## src/rtl/i2c_master_ctrl.sv

```systemverilog
// Byte-level I2C master sequencer driven by the data_clk phase of the SCL stretch generator.
// Optional build macro I2C_NACK_ABORT_EN: a slave NACK forces STOP on the next data_clk rise.
module i2c_master_ctrl #(
  parameter int ADDR_W = 7,
  parameter int DATA_W = 8
) (
  input  logic              clk,
  input  logic              rst,
  input  logic              data_clk,
  input  logic              ena,
  input  logic [ADDR_W-1:0] addr,
  input  logic              rw,
  input  logic [DATA_W-1:0] data_wr,
  input  logic              sda_in,
  output logic              sda_oe,
  output logic              scl_not_ena,
  output logic              busy,
  output logic [DATA_W-1:0] data_rd,
  output logic              ack_error
);

  localparam int CNT_MAX = (ADDR_W > DATA_W - 1) ? ADDR_W : DATA_W - 1;
  localparam int CW      = $clog2(CNT_MAX + 1);

  typedef enum logic [3:0] {
    READY, START, COMMAND, SLV_ACK1, WR, RD, SLV_ACK2, MSTR_ACK, STOP
  } state_e;

  state_e            state_q, state_d;
  logic              dclk_q;
  logic [CW-1:0]     bit_cnt_q, bit_cnt_d;
  logic [ADDR_W:0]   addr_rw_q, addr_rw_d;
  logic [DATA_W-1:0] tx_q, tx_d;
  logic [DATA_W-1:0] rx_q, rx_d;
  logic [DATA_W-1:0] data_rd_q, data_rd_d;
  logic              sda_oe_q, sda_oe_d;
  logic              scl_ne_q, scl_ne_d;
  logic              busy_q, busy_d;
  logic              ack_err_q, ack_err_d;

  logic              rise, fall, cnt_zero, same_target, nack_abort;
  logic [CW-1:0]     cnt_m1;
  logic [ADDR_W:0]   req_addr_rw;

  assign rise        = data_clk & ~dclk_q;
  assign fall        = ~data_clk & dclk_q;
  assign cnt_zero    = (bit_cnt_q == '0);
  assign cnt_m1      = bit_cnt_q - 1'b1;
  assign req_addr_rw = {addr, rw};
  assign same_target = (req_addr_rw == addr_rw_q);

  // ack_error is cleared at every START, so while set it can only hold a NACK of this transfer.
`ifdef I2C_NACK_ABORT_EN
  assign nack_abort = ack_err_q;
`else
  assign nack_abort = 1'b0;
`endif

  always_comb begin
    state_d   = state_q;
    bit_cnt_d = bit_cnt_q;
    addr_rw_d = addr_rw_q;
    tx_d      = tx_q;
    rx_d      = rx_q;
    data_rd_d = data_rd_q;
    sda_oe_d  = sda_oe_q;
    scl_ne_d  = scl_ne_q;
    busy_d    = busy_q;
    ack_err_d = ack_err_q;

    // bit_cnt tracks the index of the bit currently on SDA while transmitting.
    if (rise) begin
      case (state_q)
        READY: begin
          if (ena) begin
            addr_rw_d = req_addr_rw;
            tx_d      = data_wr;
            busy_d    = 1'b1;
            sda_oe_d  = 1'b1;
            state_d   = START;
          end else begin
            busy_d = 1'b0;
          end
        end
        START: begin
          busy_d    = 1'b1;
          sda_oe_d  = ~addr_rw_q[ADDR_W];
          bit_cnt_d = CW'(ADDR_W);
          state_d   = COMMAND;
        end
        COMMAND: begin
          busy_d = 1'b1;
          if (cnt_zero) begin
            sda_oe_d  = 1'b0;
            bit_cnt_d = CW'(DATA_W - 1);
            state_d   = SLV_ACK1;
          end else begin
            bit_cnt_d = cnt_m1;
            sda_oe_d  = ~addr_rw_q[cnt_m1];
          end
        end
        SLV_ACK1: begin
          bit_cnt_d = CW'(DATA_W - 1);
          if (nack_abort) begin
            sda_oe_d = 1'b1;
            state_d  = STOP;
          end else if (addr_rw_q[0]) begin
            sda_oe_d = 1'b0;
            state_d  = RD;
          end else begin
            sda_oe_d = ~tx_q[DATA_W-1];
            state_d  = WR;
          end
        end
        WR: begin
          busy_d = 1'b1;
          if (cnt_zero) begin
            sda_oe_d = 1'b0;
            state_d  = SLV_ACK2;
          end else begin
            bit_cnt_d = cnt_m1;
            sda_oe_d  = ~tx_q[cnt_m1];
          end
        end
        RD: begin
          busy_d = 1'b1;
          if (cnt_zero) begin
            sda_oe_d  = ena & same_target;
            bit_cnt_d = CW'(DATA_W - 1);
            state_d   = MSTR_ACK;
          end else begin
            bit_cnt_d = cnt_m1;
          end
        end
        SLV_ACK2, MSTR_ACK: begin
          if (nack_abort && state_q == SLV_ACK2) begin
            sda_oe_d = 1'b1;
            state_d  = STOP;
          end else if (ena) begin
            busy_d    = 1'b0;
            addr_rw_d = req_addr_rw;
            tx_d      = data_wr;
            bit_cnt_d = CW'(DATA_W - 1);
            if (!same_target) begin
              sda_oe_d = 1'b0;
              state_d  = START;
            end else if (addr_rw_q[0]) begin
              sda_oe_d = 1'b0;
              state_d  = RD;
            end else begin
              sda_oe_d = ~data_wr[DATA_W-1];
              state_d  = WR;
            end
          end else begin
            sda_oe_d = 1'b1;
            state_d  = STOP;
          end
        end
        STOP: begin
          busy_d   = 1'b0;
          sda_oe_d = 1'b0;
          state_d  = READY;
        end
        default: state_d = READY;
      endcase
    end else if (fall) begin
      case (state_q)
        START: begin
          scl_ne_d  = 1'b0;
          ack_err_d = 1'b0;
        end
        SLV_ACK1, SLV_ACK2: ack_err_d = ack_err_q | sda_in;
        RD: begin
          rx_d[bit_cnt_q] = sda_in;
          if (cnt_zero) data_rd_d = rx_d;
        end
        STOP: scl_ne_d = 1'b1;
        default: ;
      endcase
    end
  end

  always_ff @(posedge clk) begin
    dclk_q <= data_clk;
    if (rst) begin
      state_q   <= READY;
      bit_cnt_q <= CW'(DATA_W - 1);
      addr_rw_q <= '0;
      tx_q      <= '0;
      rx_q      <= '0;
      data_rd_q <= '0;
      sda_oe_q  <= 1'b0;
      scl_ne_q  <= 1'b1;
      busy_q    <= 1'b0;
      ack_err_q <= 1'b0;
    end else begin
      state_q   <= state_d;
      bit_cnt_q <= bit_cnt_d;
      addr_rw_q <= addr_rw_d;
      tx_q      <= tx_d;
      rx_q      <= rx_d;
      data_rd_q <= data_rd_d;
      sda_oe_q  <= sda_oe_d;
      scl_ne_q  <= scl_ne_d;
      busy_q    <= busy_d;
      ack_err_q <= ack_err_d;
    end
  end

  assign sda_oe      = sda_oe_q;
  assign scl_not_ena = scl_ne_q;
  assign busy        = busy_q;
  assign data_rd     = data_rd_q;
  assign ack_error   = ack_err_q;

endmodule

```

## config.mk

```make
export PLATFORM = sky130hd
export DESIGN_NAME = i2c_master_ctrl
export DESIGN_NICKNAME = d
export VERILOG_FILES = /design/src/rtl/i2c_master_ctrl.sv
export SDC_FILE = /design/constraint.sdc
export NUM_CORES = 1
export LEC_CHECK = 0
export CORE_UTILIZATION = 38
export DETAILED_ROUTE_END_ITERATION = 6
export MAX_ROUTING_LAYER = met4
export PLACE_DENSITY = 0.68
export SLEW_MARGIN = 20
export SYNTH_ARGS = -nofsm -noshare
export SYNTH_HDL_FRONTEND = slang
export SYNTH_SLANG_ARGS = --single-unit
```

## constraint.sdc

```tcl
create_clock -name clk -period 2.35 [get_ports clk]
set_input_delay 0.47 -clock clk [delete_from_list [all_inputs] [get_ports clk]]
set_output_delay 0.47 -clock clk [all_outputs]
set_load 0.005 [all_outputs]
```

Word-level counts from Yosys, hierarchy flattened
Index checks and enable logic that the tools add are counted.

storage, ports and cells
  bits in registers = 44
  word-level logic and storage cells = 98

operators by class
  add/subtract/negate cells = 1
  magnitude comparators = 3
  equality and inequality tests = 15
  muxes and demuxes = 33
  bitwise gates (word level) = 12
  reductions and logical operators = 23

operator list
  cell                  count
  $pmux W4 S7           1
  $mux W4               5
  $eq A4 B3 Y1 const B  4
  $reduce_and A3 Y1     5
  $mux W1               14
  $mux W3               4
  $ne A2 B2 Y1 const B  6
  $pmux W3 S4           1
  $reduce_and A4 Y1     3
  $bwmux W8             1
  $eq A4 B2 Y1 const B  2
  $eq A8 B8 Y1          1
  $lt A3 B4 Y1 const B  2
  $not A1 Y1            8
  $pmux W1 S8           1
  $reduce_bool A4 Y1    2
  $reduce_bool A8 Y1    1
  $reduce_or A2 Y1      4
  $bmux W1 S3           2
  $reduce_and A5 Y1     1
  $eq A4 B1 Y1 const B  1
  $eq A4 B4 Y1 const B  1
  $logic_not A4 Y1      1
  $pmux W1 S2           2
  other kinds (11)      14

Depth between registers and ports, before layout
Gate-level depths: netlist of the first run.

  word-level depth = 6
  depth in mapped cells = 8
  mapped depth without buffers = 7

Worst setup path after synthesis of the first run
No wires, ideal clock.

  kind = reg2reg
  start point = register bit_cnt_q[0]
  end point = register bit_cnt_q[0]
  library setup time = 120 ps
  arrival time = 1849 ps
  slack = 382 ps
  cell stages (with the launch flop) = 9
  buffers on the path = 1
  path through = dfxtp_1 > buf_6 > inv_1 > ha_1 > or2b_4 > nand2_1 > a2111oi_4 > a21oi_1 > a211o_1

on the way
  cells in the longest elaborated chain, start to end = 3

RTL lines
  what                                                      line     source
  start, declared                                           31       logic [CW-1:0] bit_cnt_q, bit_cnt_d;
  start signal, assigned                                    187      bit_cnt_q <= CW'(DATA_W - 1);
  start signal, assigned                                    198      bit_cnt_q <= bit_cnt_d;
  $sub A3 B1 Y3 / $logic_not A3 Y1 (equally long branches)  48, 47
  $mux W3, or another cell as far along                     93, 127
  $pmux W3 S4 / $reduce_and A4 Y1 (equally long branches)   --

Several ways; a longest one is shown, not always the timed one. The select of a mux whose other input is x is not followed.
A chain may end at the register's enable or synchronous reset.

Worst setup path after layout of the first run
  start point = register bit_cnt_q[1]
  end point = register bit_cnt_q[0]

on the way
  cells in the longest elaborated chain, start to end = 3

RTL lines
  what                                                     line  source
  $logic_not A3 Y1 (*)                                     47    assign cnt_zero = (bit_cnt_q == '0);
  $mux W3 / $ne A2 B2 Y1 (equally long branches)           --
  $pmux W3 S4 / $reduce_and A4 Y1 (equally long branches)  --

Mark *: on every way between the ends. The rest lies on a longest branch, timed or not.

==> metrics.md, run 1 <==
| Metric | Value |
|---|---|
| Yosys warnings | 0 |
| FP Rows | 28 |
| Reg2Reg Depth | 7 |
| Placer congestion estimate | approximately 0.88 |
| Wirelength per Cell | between 10 and 15 um |
| CTS Buf Count | 5 |
| Setup crit start | bit_cnt_q[1] |
| Clock skew | around 0.0047 ns |
| First-pass GRT wire length | ~8.9 mm |
| Synth top area share | 0.369 |
| Remaining Overflow, GRT | 0 |
| Reg-to-Reg End | bit_cnt_q[0] |
| DR DRC count | 0 |
| CTS root buf | clkbuf_8 |
| Nets@finish | 317 |
| Ranking of synthesized cells by area | dfxtp_1, mux2i_1, nor2_1, xnor2_1, mux4_1 |
| Crit path max fanout | 6 |
| Final ANT Viol Nets | 0 |
| Diodes inserted | 0 |
| DR iter-0 viols | 187 |
| Post-synth EDFFs | 0 |
| IO buf count | 32 |
| DRT Pass-1 Iters | 4 |
| GRT Total Usage | 0.182 |
| Async set-reset flop share out of synthesis | 0 |
| Startpoint types | register |
| Number of global-route vias before repair | between 1500 and 2000 |
| Initial core utilization | 0.399 |
| Fin Setup TNS | 0 ns |
| Worst r2r src | bit_cnt_q[1] |
| CTS tree | done |
| CTS Buffer Depth | 2 |
| Die Width | 81.3 um |
| Period utilisation layout | 0.918 |
| Pwr dens | ~600 mW/mm2 |
| HP Class | reg2reg |
| Reg area | 881 um2 |
| Routed vias | 1938 |
| Maxcap violations | 0 |
| Post-synthesis cell area | between 0.002 and 0.0025 mm2 |
| Hold Vio Cnt, Final | 0 |
| Critical Path RT | approximately 2.6 ns |
| Area grow syn2layout | 20.6% |
| I/O pins | 33 |
| Die area | 0.00661 mm2 |
| Routed wire length | 5.13 mm |
| Fill count | ~580 |
| Ys flop type | dfxtp_1 |
| Post_cts resized | 0 |
| Status | completed |
| RSZ-0062 raised after global routing | false |
| CP Capture Type | register |
| Die Ht | about 81 um |
| Worst-skew pair later-pin latency | a little over 0.3 ns |
| Fin crit period | ~2.2 ns |
| CORE AREA | about 0.006 mm2 |
| Post-Synthesis Net Count | approximately 290 |
| Mapped Cells | 263 |
| Final setup vio count | 0 |
| Worst hold start | scl_not_ena |
| Area of the multi-input gates | between 0.001 and 0.0015 mm2 |
| Max VDD drop | ~280 uV |
| CTS H-Tree Depth | 2 |
| WP data arrival | around 2.4 ns |
| Synth cell types | between 50 and 60 |
| Initial antenna violation count | 0 |
| Max Freq | between 0.4 and 0.5 GHz |
| Slew Limit Fails | 0 |
| Slew headroom | 0.629 |
| Via density | 5.24 |
| Cell taking the most area after synthesis | dfxtp_1 |
| #FFs+latches synth | 44 |
| Largest net degree at the start of global routing | 20 |
| Static leakage | approximately 1.2 nW |
| Worst R2R Setup Slack | between 0.15 and 0.2 ns |
| Worst Hold Depth | 2 |
| Share of cells above drive strength 1 | 0.0983 |
| CTS Sinks | 44 |
| Sequential-to-total area share from yosys stat | 0.369 |
| Hpwl dp | ~3.8 mm |
| Crit path kind | reg2reg |
| Hold endpoint | scl_not_ena |
| Synth Area per Inst | 9.09 um2 |
| CTS clk-pin slew, worst paths | approximately 0.09 ns |
| Worst hold margin | approximately 0.48 ns |
| Worst-margin pin slew | between 0.5 and 0.6 ns |
==> registers in the layout (all words and copies together), names as in the netlist <==
register and cells:
tx_q 8, dclk_q 1, state_q 4, sda_oe 1
rx_q 8, ack_error 1, data_rd 8, bit_cnt_q 3
addr_rw_q 8, busy 1, scl_not_ena 1
==> critical path: stages, from the launching register on <==
cell and delay, ns:
dfxtp_1 0.44, inv_1 0.15, ha_1 0.23, or2b_4 0.24
nand2_1 0.10, a2111oi_4 0.48, a21oi_1 0.13, a211o_1 0.27
==> per-layer routing <==
layer  global-route usage  share of wire  vias to the layer above
li1                     -              -                      995
met1                0.234           0.48                      882
met2                0.283           0.47                       54
met3               0.0360          0.040                        7
met4               0.0643          0.017                        0
met5                    -              0                        -
==> Yosys cell counts (6+ instances only) <==
| library cell | instances |
|---|---|
| a211oi_1 | 9 |
| a21oi_1 | 9 |
| clkbuf_1 | 9 |
| dfxtp_1 | 44 |
| inv_1 | 7 |
| mux2i_1 | 29 |
| nand2_1 | 19 |
| nor2_1 | 47 |
| o21ai_0 | 6 |
| xnor2_1 | 10 |
==> cell families (layout without fill, tap and decap cells) <==
kind of cell    count (synthesis)  in the layout  share of synthesized area
flops                          44             44                      0.369
mux                            34             34                      0.169
xor+xnor                       10             10                     0.0366
fa+ha+maj                       2              2                     0.0105
simple gates                  103            103                      0.218
compound gates                 44             44                      0.136
buf+inv                        26             58                     0.0613
==> worst max path at each step <==
stage,to,slack (ns),cells after the start
2_1_floorplan,bit_cnt_q[0],0.38,8
3_3_place_gp,state_q[0],0.08,6
3_5_place_dp,state_q[0],0.07,6
4_1_cts,bit_cnt_q[0],0.13,7
5_1_grt,bit_cnt_q[0],0.06,7
6_report,bit_cnt_q[0],0.19,7
==> repair_timing <==
action,4_1_cts,5_1_grt
buffers inserted,0,0
hold buffers,0,0
setup endpoints to repair,0,1
==> layout make-up <==
class / count / area share
Clock inverter: 3 / 0.0161
Tap cell: 75 / 0.0326
Timing Repair Buffer: 43 / 0.140
Inverter: 7 / 0.00912
Clock buffer: 5 / 0.0239
Multi-Input combinational cell: 193 / 0.473
Sequential cell: 44 / 0.306
==> power breakdown <==
part | switching, mW | leakage [nW] | internal (mW) | total (mW)
logic | 0.157 | 0.742 | 0.144 | 0.301
clock network | 0.283 | 0.0548 | 0.320 | 0.603
registers | 0.0359 | 0.356 | 0.770 | 0.806
==> through the flow <==
stage | util | cells | total power, mW | cell area (um2) | setup slack, ns
after global routing | 0.481 | 370 | 1.80 | 2880 | 0.0554
after global placement | 0.462 | 362 | 1.12 | 2770 | 0.0812
after detailed placement | 0.462 | 362 | 1.12 | 2770 | 0.0658
final | 0.481 | 370 | 1.71 | 2880 | 0.193
after CTS | 0.481 | 370 | 1.73 | 2880 | 0.134
after floorplan | - | 263 | 1.03 | 2390 | 0.382
==> cell usage in the layout (no fill, tap or decap), types with 2 or more instances in the layout <==
master / count
xnor2_1: 10
ha_1: 2
a211oi_1: 9
nor2b_1: 5
nand4_1: 5
a211o_1: 2
inv_1: 7
a31oi_1: 2
o21ai_0: 6
nor2_1: 47
mux2i_1: 29
buf_4: 11
a21oi_1: 9
nor3_1: 5
nand2_1: 19
clkdlybuf4s50_1: 32
clkbuf_8: 5
or3_1: 2
nand3_1: 5
dfxtp_1: 44
a22oi_1: 3
mux4_1: 3
nand2b_1: 2
Power figures use the tool's default switching activity.
==> inputs of run 2 (changes only) <==
--- a/config.mk
+++ b/config.mk
@@ -5,6 +5,7 @@
 export SDC_FILE = /design/constraint.sdc
 export NUM_CORES = 1
 export LEC_CHECK = 0
+export CAP_MARGIN = 25
 export CORE_UTILIZATION = 38
 export DETAILED_ROUTE_END_ITERATION = 6
 export MAX_ROUTING_LAYER = met4
==> results of run 2 <==
Final layout, timing and power as in run 1 (identical DEF).
==> inputs of run 3 (changes only) <==
--- a/config.mk
+++ b/config.mk
@@ -8,9 +8,11 @@
 export CAP_MARGIN = 25
 export CORE_UTILIZATION = 38
 export DETAILED_ROUTE_END_ITERATION = 6
+export HOLD_SLACK_MARGIN = 0.06
 export MAX_ROUTING_LAYER = met4
 export PLACE_DENSITY = 0.68
 export SLEW_MARGIN = 20
 export SYNTH_ARGS = -nofsm -noshare
 export SYNTH_HDL_FRONTEND = slang
 export SYNTH_SLANG_ARGS = --single-unit
+export TNS_END_PERCENT = 5
==> results of run 3 <==
Final layout, timing and power as in run 1 (identical DEF).
